==> src/rtl/nor_chain_pulse_tester_if.sv <==
// rtl/nor_chain_pulse_tester_if.sv - control/result bus between test controller and pulse tester
//
// Purpose: carries the run request with its operands towards the tester and the
// run status and measurement back to the controller.
// Signals:
//   start        controller -> tester  one-cycle run request
//   pulse_width  controller -> tester  high-phase length in clk cycles
//   gap_width    controller -> tester  low-phase length in clk cycles
//   pulse_count  controller -> tester  number of pulses to launch
//   busy         tester -> controller  run in progress
//   done         tester -> controller  sticky completion flag
//   rise_count   tester -> controller  pulses seen at the chain output
// Modports: master (controller side), slave (tester side).

interface nor_chain_pulse_tester_if #(
    parameter int PW_W  = 8,
    parameter int CNT_W = 16
);
    logic             start;
    logic [PW_W-1:0]  pulse_width;
    logic [PW_W-1:0]  gap_width;
    logic [CNT_W-1:0] pulse_count;
    logic             busy;
    logic             done;
    logic [CNT_W-1:0] rise_count;

    modport master (
        output start, pulse_width, gap_width, pulse_count,
        input  busy, done, rise_count
    );

    modport slave (
        input  start, pulse_width, gap_width, pulse_count,
        output busy, done, rise_count
    );
endinterface

==> src/rtl/NOR2_X1.sv <==
// rtl/NOR2_X1.sv - behavioural model of the NOR2_X1 standard cell
//
// Purpose: two-input NOR used as the delay element of the evaluation chain.
// Ports:
//   A1  in   first NOR input
//   A2  in   second NOR input
//   ZN  out  ~(A1 | A2)

module NOR2_X1 (
    input  logic A1,
    input  logic A2,
    output logic ZN
);
    assign ZN = ~(A1 | A2);
endmodule

==> src/rtl/nor_chain_pulse_tester.sv <==
// rtl/nor_chain_pulse_tester.sv - NOR2_X1 delay chain with pulse-train launcher and edge counter
//
// Purpose: launches a programmable pulse train into a STAGES-long chain of
// NOR2_X1 inverters and counts how many rising edges survive to the output.
// Ports:
//   clk          in   single rising-edge clock
//   rst          in   asynchronous active-high reset
//   ctrl         slave side of nor_chain_pulse_tester_if (start/operands in,
//                busy/done/rise_count out); its PW_W/CNT_W must match ours
//   chain_in_o   out  registered chain input (stage 0 A-pin)
//   chain_out_o  out  raw chain output, inverted when STAGES is odd

module nor_chain_pulse_tester #(
    parameter int STAGES     = 26,
    parameter int SWAP_START = 11,
    parameter int PW_W       = 8,
    parameter int CNT_W      = 16,
    parameter int SETTLE_CYC = 8
) (
    input  logic                      clk,
    input  logic                      rst,
    nor_chain_pulse_tester_if.slave   ctrl,
    output logic                      chain_in_o,
    output logic                      chain_out_o
);
    localparam int ST_W   = (SETTLE_CYC > 1) ? $clog2(SETTLE_CYC) : 1;
    localparam bit INVERT = (STAGES % 2) == 1;

    typedef enum logic [1:0] {
        S_IDLE,
        S_HIGH,
        S_LOW,
        S_SETTLE
    } state_t;

    state_t           state_q, state_d;
    logic [PW_W-1:0]  pw_q, pw_d;
    logic [PW_W-1:0]  gw_q, gw_d;
    logic [PW_W-1:0]  phase_q, phase_d;
    logic [CNT_W-1:0] rem_q, rem_d;
    logic [CNT_W-1:0] rise_q, rise_d;
    logic [ST_W-1:0]  settle_q, settle_d;
    logic             chain_in_q, chain_in_d;
    logic             busy_q, busy_d;
    logic             done_q, done_d;

    logic             meas_in;
    logic             sync1_q, sync2_q, prev_q;
    logic             rise_edge;

    // ------------------------------------------------------------------
    // Delay chain: each stage is a NOR with its spare input grounded.
    // Pin usage alternates A1/A2 from SWAP_START on so both input arcs
    // of the cell get exercised by the same pulse.
    // ------------------------------------------------------------------
    generate
        for (genvar i = 0; i < STAGES; i++) begin : g_stage
            logic stage_a;
            logic stage_zn;

            if (i == 0) begin : g_head
                assign stage_a = chain_in_q;
            end else begin : g_link
                assign stage_a = g_stage[i-1].stage_zn;
            end

            if ((i >= SWAP_START) && (((i - SWAP_START) % 2) == 1)) begin : g_a2
                (* keep = "true", dont_touch = "true" *)
                NOR2_X1 u_nor (
                    .A1 (1'b0),
                    .A2 (stage_a),
                    .ZN (stage_zn)
                );
            end else begin : g_a1
                (* keep = "true", dont_touch = "true" *)
                NOR2_X1 u_nor (
                    .A1 (stage_a),
                    .A2 (1'b0),
                    .ZN (stage_zn)
                );
            end
        end
    endgenerate

    assign chain_out_o = g_stage[STAGES-1].stage_zn;

    // Undo the odd-length inversion so the counter always sees launch polarity.
    assign meas_in   = chain_out_o ^ INVERT;
    assign rise_edge = sync2_q & ~prev_q;

    // ------------------------------------------------------------------
    // Registers
    // ------------------------------------------------------------------
    always_ff @(posedge clk or posedge rst) begin
        if (rst) begin
            state_q    <= S_IDLE;
            pw_q       <= '0;
            gw_q       <= '0;
            phase_q    <= '0;
            rem_q      <= '0;
            rise_q     <= '0;
            settle_q   <= '0;
            chain_in_q <= 1'b0;
            busy_q     <= 1'b0;
            done_q     <= 1'b0;
            sync1_q    <= 1'b0;
            sync2_q    <= 1'b0;
            prev_q     <= 1'b0;
        end else begin
            state_q    <= state_d;
            pw_q       <= pw_d;
            gw_q       <= gw_d;
            phase_q    <= phase_d;
            rem_q      <= rem_d;
            rise_q     <= rise_d;
            settle_q   <= settle_d;
            chain_in_q <= chain_in_d;
            busy_q     <= busy_d;
            done_q     <= done_d;
            sync1_q    <= meas_in;
            sync2_q    <= sync1_q;
            prev_q     <= sync2_q;
        end
    end

    // ------------------------------------------------------------------
    // Launcher FSM and counter next-state
    // ------------------------------------------------------------------
    always_comb begin
        state_d  = state_q;
        pw_d     = pw_q;
        gw_d     = gw_q;
        phase_d  = phase_q;
        rem_d    = rem_q;
        settle_d = settle_q;
        busy_d   = busy_q;
        done_d   = done_q;
        rise_d   = rise_q;

        unique case (state_q)
            S_IDLE: begin
                if (ctrl.start) begin
                    // Zero-length phases would stall the counters; run them as one cycle.
                    pw_d     = (ctrl.pulse_width == '0) ? PW_W'(1) : ctrl.pulse_width;
                    gw_d     = (ctrl.gap_width == '0) ? PW_W'(1) : ctrl.gap_width;
                    rem_d    = ctrl.pulse_count;
                    phase_d  = '0;
                    settle_d = '0;
                    busy_d   = 1'b1;
                    done_d   = 1'b0;
                    rise_d   = '0;
                    state_d  = (ctrl.pulse_count == '0) ? S_SETTLE : S_HIGH;
                end
            end
            S_HIGH: begin
                if (phase_q == pw_q - PW_W'(1)) begin
                    phase_d = '0;
                    state_d = S_LOW;
                end else begin
                    phase_d = phase_q + PW_W'(1);
                end
            end
            S_LOW: begin
                if (phase_q == gw_q - PW_W'(1)) begin
                    phase_d = '0;
                    rem_d   = rem_q - CNT_W'(1);
                    state_d = (rem_q == CNT_W'(1)) ? S_SETTLE : S_HIGH;
                end else begin
                    phase_d = phase_q + PW_W'(1);
                end
            end
            S_SETTLE: begin
                if (settle_q == ST_W'(SETTLE_CYC - 1)) begin
                    state_d = S_IDLE;
                    busy_d  = 1'b0;
                    done_d  = 1'b1;
                end else begin
                    settle_d = settle_q + ST_W'(1);
                end
            end
            default: state_d = S_IDLE;
        endcase

        // Count only inside a run; the start edge's clear above has priority.
        if ((state_q != S_IDLE) && rise_edge && (rise_q != '1)) begin
            rise_d = rise_q + CNT_W'(1);
        end

        // chain_in is registered from the next state so it lines up with HIGH.
        chain_in_d = (state_d == S_HIGH);
    end

    assign chain_in_o      = chain_in_q;
    assign ctrl.busy       = busy_q;
    assign ctrl.done       = done_q;
    assign ctrl.rise_count = rise_q;
endmodule

==> src/flat_wrapper.sv <==
// flat-port wrapper written by rule: the top's interface ports become plain ports
module nor_chain_pulse_tester_flat 
#(
    parameter int STAGES     = 26,
    parameter int SWAP_START = 11,
    parameter int PW_W       = 8,
    parameter int CNT_W      = 16,
    parameter int SETTLE_CYC = 8
)
  (clk, rst, chain_in_o, chain_out_o, ctrl_start, ctrl_pulse_width, ctrl_gap_width, ctrl_pulse_count, ctrl_busy, ctrl_done, ctrl_rise_count);
  nor_chain_pulse_tester_if #(.PW_W(PW_W), .CNT_W(CNT_W)) ctrl_i ();
  input  logic clk;
  input  logic rst;
  output logic chain_in_o;
  output logic chain_out_o;
  input wire logic [$bits(ctrl_i.start)-1:0] ctrl_start;
  input wire logic [$bits(ctrl_i.pulse_width)-1:0] ctrl_pulse_width;
  input wire logic [$bits(ctrl_i.gap_width)-1:0] ctrl_gap_width;
  input wire logic [$bits(ctrl_i.pulse_count)-1:0] ctrl_pulse_count;
  output wire logic [$bits(ctrl_i.busy)-1:0] ctrl_busy;
  output wire logic [$bits(ctrl_i.done)-1:0] ctrl_done;
  output wire logic [$bits(ctrl_i.rise_count)-1:0] ctrl_rise_count;
  assign ctrl_i.start = ctrl_start;
  assign ctrl_i.pulse_width = ctrl_pulse_width;
  assign ctrl_i.gap_width = ctrl_gap_width;
  assign ctrl_i.pulse_count = ctrl_pulse_count;
  assign ctrl_busy = ctrl_i.busy;
  assign ctrl_done = ctrl_i.done;
  assign ctrl_rise_count = ctrl_i.rise_count;
  nor_chain_pulse_tester #(.STAGES(STAGES), .SWAP_START(SWAP_START), .PW_W(PW_W), .CNT_W(CNT_W), .SETTLE_CYC(SETTLE_CYC)) u_core (.clk(clk), .rst(rst), .ctrl(ctrl_i), .chain_in_o(chain_in_o), .chain_out_o(chain_out_o));
endmodule
==> config.mk <==
export PLATFORM = sky130hd
export DESIGN_NAME = nor_chain_pulse_tester_flat
export DESIGN_NICKNAME = d
export VERILOG_FILES = /design/src/rtl/nor_chain_pulse_tester_if.sv /design/src/rtl/NOR2_X1.sv /design/src/rtl/nor_chain_pulse_tester.sv /design/src/flat_wrapper.sv
export SDC_FILE = /design/constraint.sdc
export NUM_CORES = 1
export LEC_CHECK = 0
export BUFFER_PORTS_ARGS = -buffer_cell sky130_fd_sc_hd__buf_2
export CORE_ASPECT_RATIO = 0.6
export CORE_MARGIN = 5
export CORE_UTILIZATION = 35
export CTS_CLUSTER_SIZE = 28
export DETAILED_ROUTE_END_ITERATION = 7
export HOLD_SLACK_MARGIN = 0.06
export MAX_ROUTING_LAYER = met4
export PLACE_DENSITY_LB_ADDON = 0.05
export SLEW_MARGIN = 10
export SYNTH_ARGS = -nofsm -noshare
export SYNTH_HDL_FRONTEND = slang
export SYNTH_SLANG_ARGS = --single-unit
==> constraint.sdc <==
create_clock -name clk -period 4.1 [get_ports clk]
set_input_delay 0.82 -clock clk [delete_from_list [all_inputs] [get_ports clk]]
set_output_delay 0.82 -clock clk [all_outputs]
set_load 0.02 [all_outputs]
==> summary.md <==
| Metric | Value |
|---|---|
| Cell Pwr Density | 604 nW/um^2 |
| Worst Reg-to-Reg Cells | 7 |
| Largest net degree at the start of global routing | 31 |
| Post-CTS Hold Fix Bufs | 0 |
| Mean Syn Cell Area | 8.65 sq um |
| Commonest cells after routing, fill and taps aside | nand2_1, dfrtp_1, buf_2 |
| Clock share of power | 0.249 |
| Adder-cell area share of the yosys netlist | 0.0380 |
| Core ar. | 12000 sq um |
| Synth cell types | 67 |
| Post-synth top area share | 0.391 |
| Ys async rst share | 1.00 |
| First-pass GRT wire length | 20000 um |
| Flops & latches, synth | 67 |
| Final Hold Fails | 0 |
| Post-synth EDFFs | 0 |
| Antenna violations before repair | 0 |
| Area grow syn2layout | 16.0% |
| RSZ-0062 raised after global routing | false |
| Global Route Usage Sum | 0.177 |
| Power, Total | 3.00 mW |
| Routed vias/inst | 5.43 |
| Max Cap Viol | 0 |
| Final Skew | 6.71 ps |
| Most common cell after layout, fill and taps aside | nand2_1 |
| Io pins | 55 |
| Worst endpoint required time | 4310 ps |
| Crit-path max FO | 16 |
| Worst hold path depth | 0 |
| Row count | 31 |
| Pre-CTS WS | 1350 ps |
| Simple-gate area share of the yosys netlist | 0.264 |
| Combinational Power Share | 0.388 |
| Fin Setup TNS | 0 ps |
| Avg WL per Cell | 16.8 um |
| Chip width | 153 um |
| CP Capture Type | flip-flop |
| Crit start category | flip-flop |
| Post-CTS Setup Inserts | 0 |
| Pint | 1.75 mW |
| Hold WS | 357 ps |
| Starting DRT DRC Count | 295 |
| Number of gates resized after CTS | 0 |
| H-tree depth | 3 |
| Predominant post-synthesis flop cell | dfrtp_1 |
| Post-synthesis mux area share | 0.0164 |
| Pre-antenna DRT Iters | 4 |
| Min-Delay Path Class | reg2reg |
| Fin crit share | 0.667 |
| Net Sw Frac | 0.417 |
| Sequential power share | 0.363 |
| # nets final | 587 |
| Dpl hpwl | 8660 um |
| Cell count after synthesis | 495 |
| DP Area | 4680 sq um |
| Post-Syn Nets | 543 |
| Root buffer cell | clkbuf_16 |
| Final setup violation count | 0 |
| CP Class | reg2reg |
| Die Span Y | 95.7 um |
| YS warnings | 0 |
| N_diodes | 0 |
| Peak Freq | 366 MHz |
| Net switching power | 1.25 mW |
| TritonCTS buffer count | 9 |
| Final Max Slew Viols | 0 |
| Starting density of the core | 0.356 |
| Skew-Pair Late Insertion Delay | 330 ps |
| Data arrival time of the worst path | 2940 ps |
| XOR/XNOR Fraction of Synth Area | 0.0508 |
| Area contributors post-synth | dfrtp_1, nand2_1, ha_1 |
| TritonCTS Sinks | 67 |
| Number of I/O port buffers | 54 |
| Clock transition at the registers of the reported paths | 60 ps |
| Ratio of cells with drive above 1 in the final layout | 0.173 |
| Worst Slack Setup Final | 1370 ps |
| Worst-Margin Slew | 893 ps |
| Seq/Total Area, Yosys | 0.391 |
| Main combinational cell family by area after synthesis | simple AND/OR/NAND/NOR gates |
| Die area | 14600 sq um |
| Status | finished clean |
| Min Tclk post-route | 2730 ps |
| Routed Antenna Nets | 0 |
| LEAKAGE | 2.15 nW |
| Cell taking the most area after synthesis | dfrtp_1 |
| GP Congestion | 0.852 |
| TritonCTS clock tree | built |
| Clock tree buffer depth | 2 |
| Vias in the first global route | 3766 |
| Residual DRC | 0 |
| Syn Std Cell Area | 4280 sq um |
| Relative slew slack | 0.403 |
| Routed wire length | 11900 um |
| Total grt overflow | 0 |
| Vias | 3851 |
| Post-synthesis compound-gate area fraction | 0.199 |
| Final instance area | 4970 sq um |
| Max rail drop VDD | 0.219 mV |
layout make-up:
cell class,instances,area [sq um]
clock buffer,11,253
inverter,15,56.3
clock inverter,5,36.3
tap,165,206
multi-input combinational,387,2430
sequential,67,1680
timing repair buffer,59,308
fill,1224,7050
power by group through the flow:
stage / Sequential, mW / Clock (mW) / Combinational [mW]
final: 1.09 / 0.746 / 1.16
after global routing: 1.13 / 0.795 / 1.32
after CTS: 1.09 / 0.764 / 1.16
after detailed placement: 1.10 / 0 / 1.15
after global placement: 1.10 / 0 / 1.16
after floorplan: 1.04 / 0 / 0.910
state kept, by name (all words and copies together), names as in the netlist:
signal,cells
u_core.sync2_q,1
u_core.state_q,2
u_core.phase_q,8
u_core.chain_in_o,1
u_core.settle_q,3
u_core.prev_q,1
u_core.ctrl.busy,1
u_core.rem_q,16
u_core.pw_q,8
u_core.ctrl.rise_count,16
u_core.ctrl.done,1
u_core.gw_q,8
u_core.sync1_q,1
worst paths after layout:
check | from | to | slack, ps
hold / removal | u_core.sync1_q$_DFF_PP0_ | u_core.sync2_q$_DFF_PP0_ | 360
setup / recovery | u_core.state_q[1]$_DFF_PP0_ | u_core.ctrl.rise_count[4]$_DFFE_PP0P_ | 1370
max in group asynchronous | rst | u_core.pw_q[5]$_DFFE_PP0P_ | 2720
setup reg to reg | u_core.state_q[1]$_DFF_PP0_ | u_core.ctrl.rise_count[4]$_DFFE_PP0P_ | 1370
hold reg to reg | u_core.sync1_q$_DFF_PP0_ | u_core.sync2_q$_DFF_PP0_ | 360
min in group asynchronous | rst | u_core.ctrl.rise_count[11]$_DFFE_PP0P_ | 560
per-stage QoR:
stage / instances / util
after floorplan: 495 / -
after global placement: 693 / 0.389
after detailed placement: 693 / 0.389
after CTS: 709 / 0.413
after global routing: 709 / 0.413
final: 709 / 0.413
cell usage after synthesis (2+ instances only):
master    number
a211oi_2       5
a211oi_1       3
a32oi_1        3
o21a_1         6
o22a_1         3
a21o_4         2
a21oi_1       23
nor2_1        29
nand4_1       10
a31oi_1        2
and4_1         3
clkbuf_1      14
o21ai_1       10
nor2b_1        6
nand2_1       78
mux2i_1        7
o211ai_1      10
nor4_1        12
o21ai_0       28
o31ai_1        3
a22o_1         4
nor3_1        15
dfrtp_1       67
o22ai_1        8
buf_1          3
buf_2          7
ha_1          13
inv_1         15
or3_1          4
nand4b_1       3
nand2b_1       6
nand3b_1       3
xnor2_1       14
and3_1        13
nand3_1       23
xor2_1         9
logic make-up after synthesis:
| group | Yosys count |
|---|---|
| AND/OR/NAND/NOR | 219 |
| AO/OA/AOI/OAI | 124 |
| flip-flops | 67 |
| buffers and inverters | 41 |
| XOR/XNOR | 24 |
| adder cells (fa/ha/maj) | 13 |
| multiplexers | 7 |
routing by layer:
metal  up-vias  track usage  share of wire
met1      1849        0.271           0.55
met4         0       0.0430         0.0064
met5         -            -              0
met2        96        0.233           0.40
met3        10       0.0377          0.046
li1       1896            -              -
critical path, stage by stage, from the launching register on:
cell     delay [ps]
dfrtp_1         460
inv_1           120
ha_1            390
or3b_1          550
a31oi_1         580
nor2_2          210
o21ai_0         220
o31ai_1          90
(Power assumes the default switching activity.)
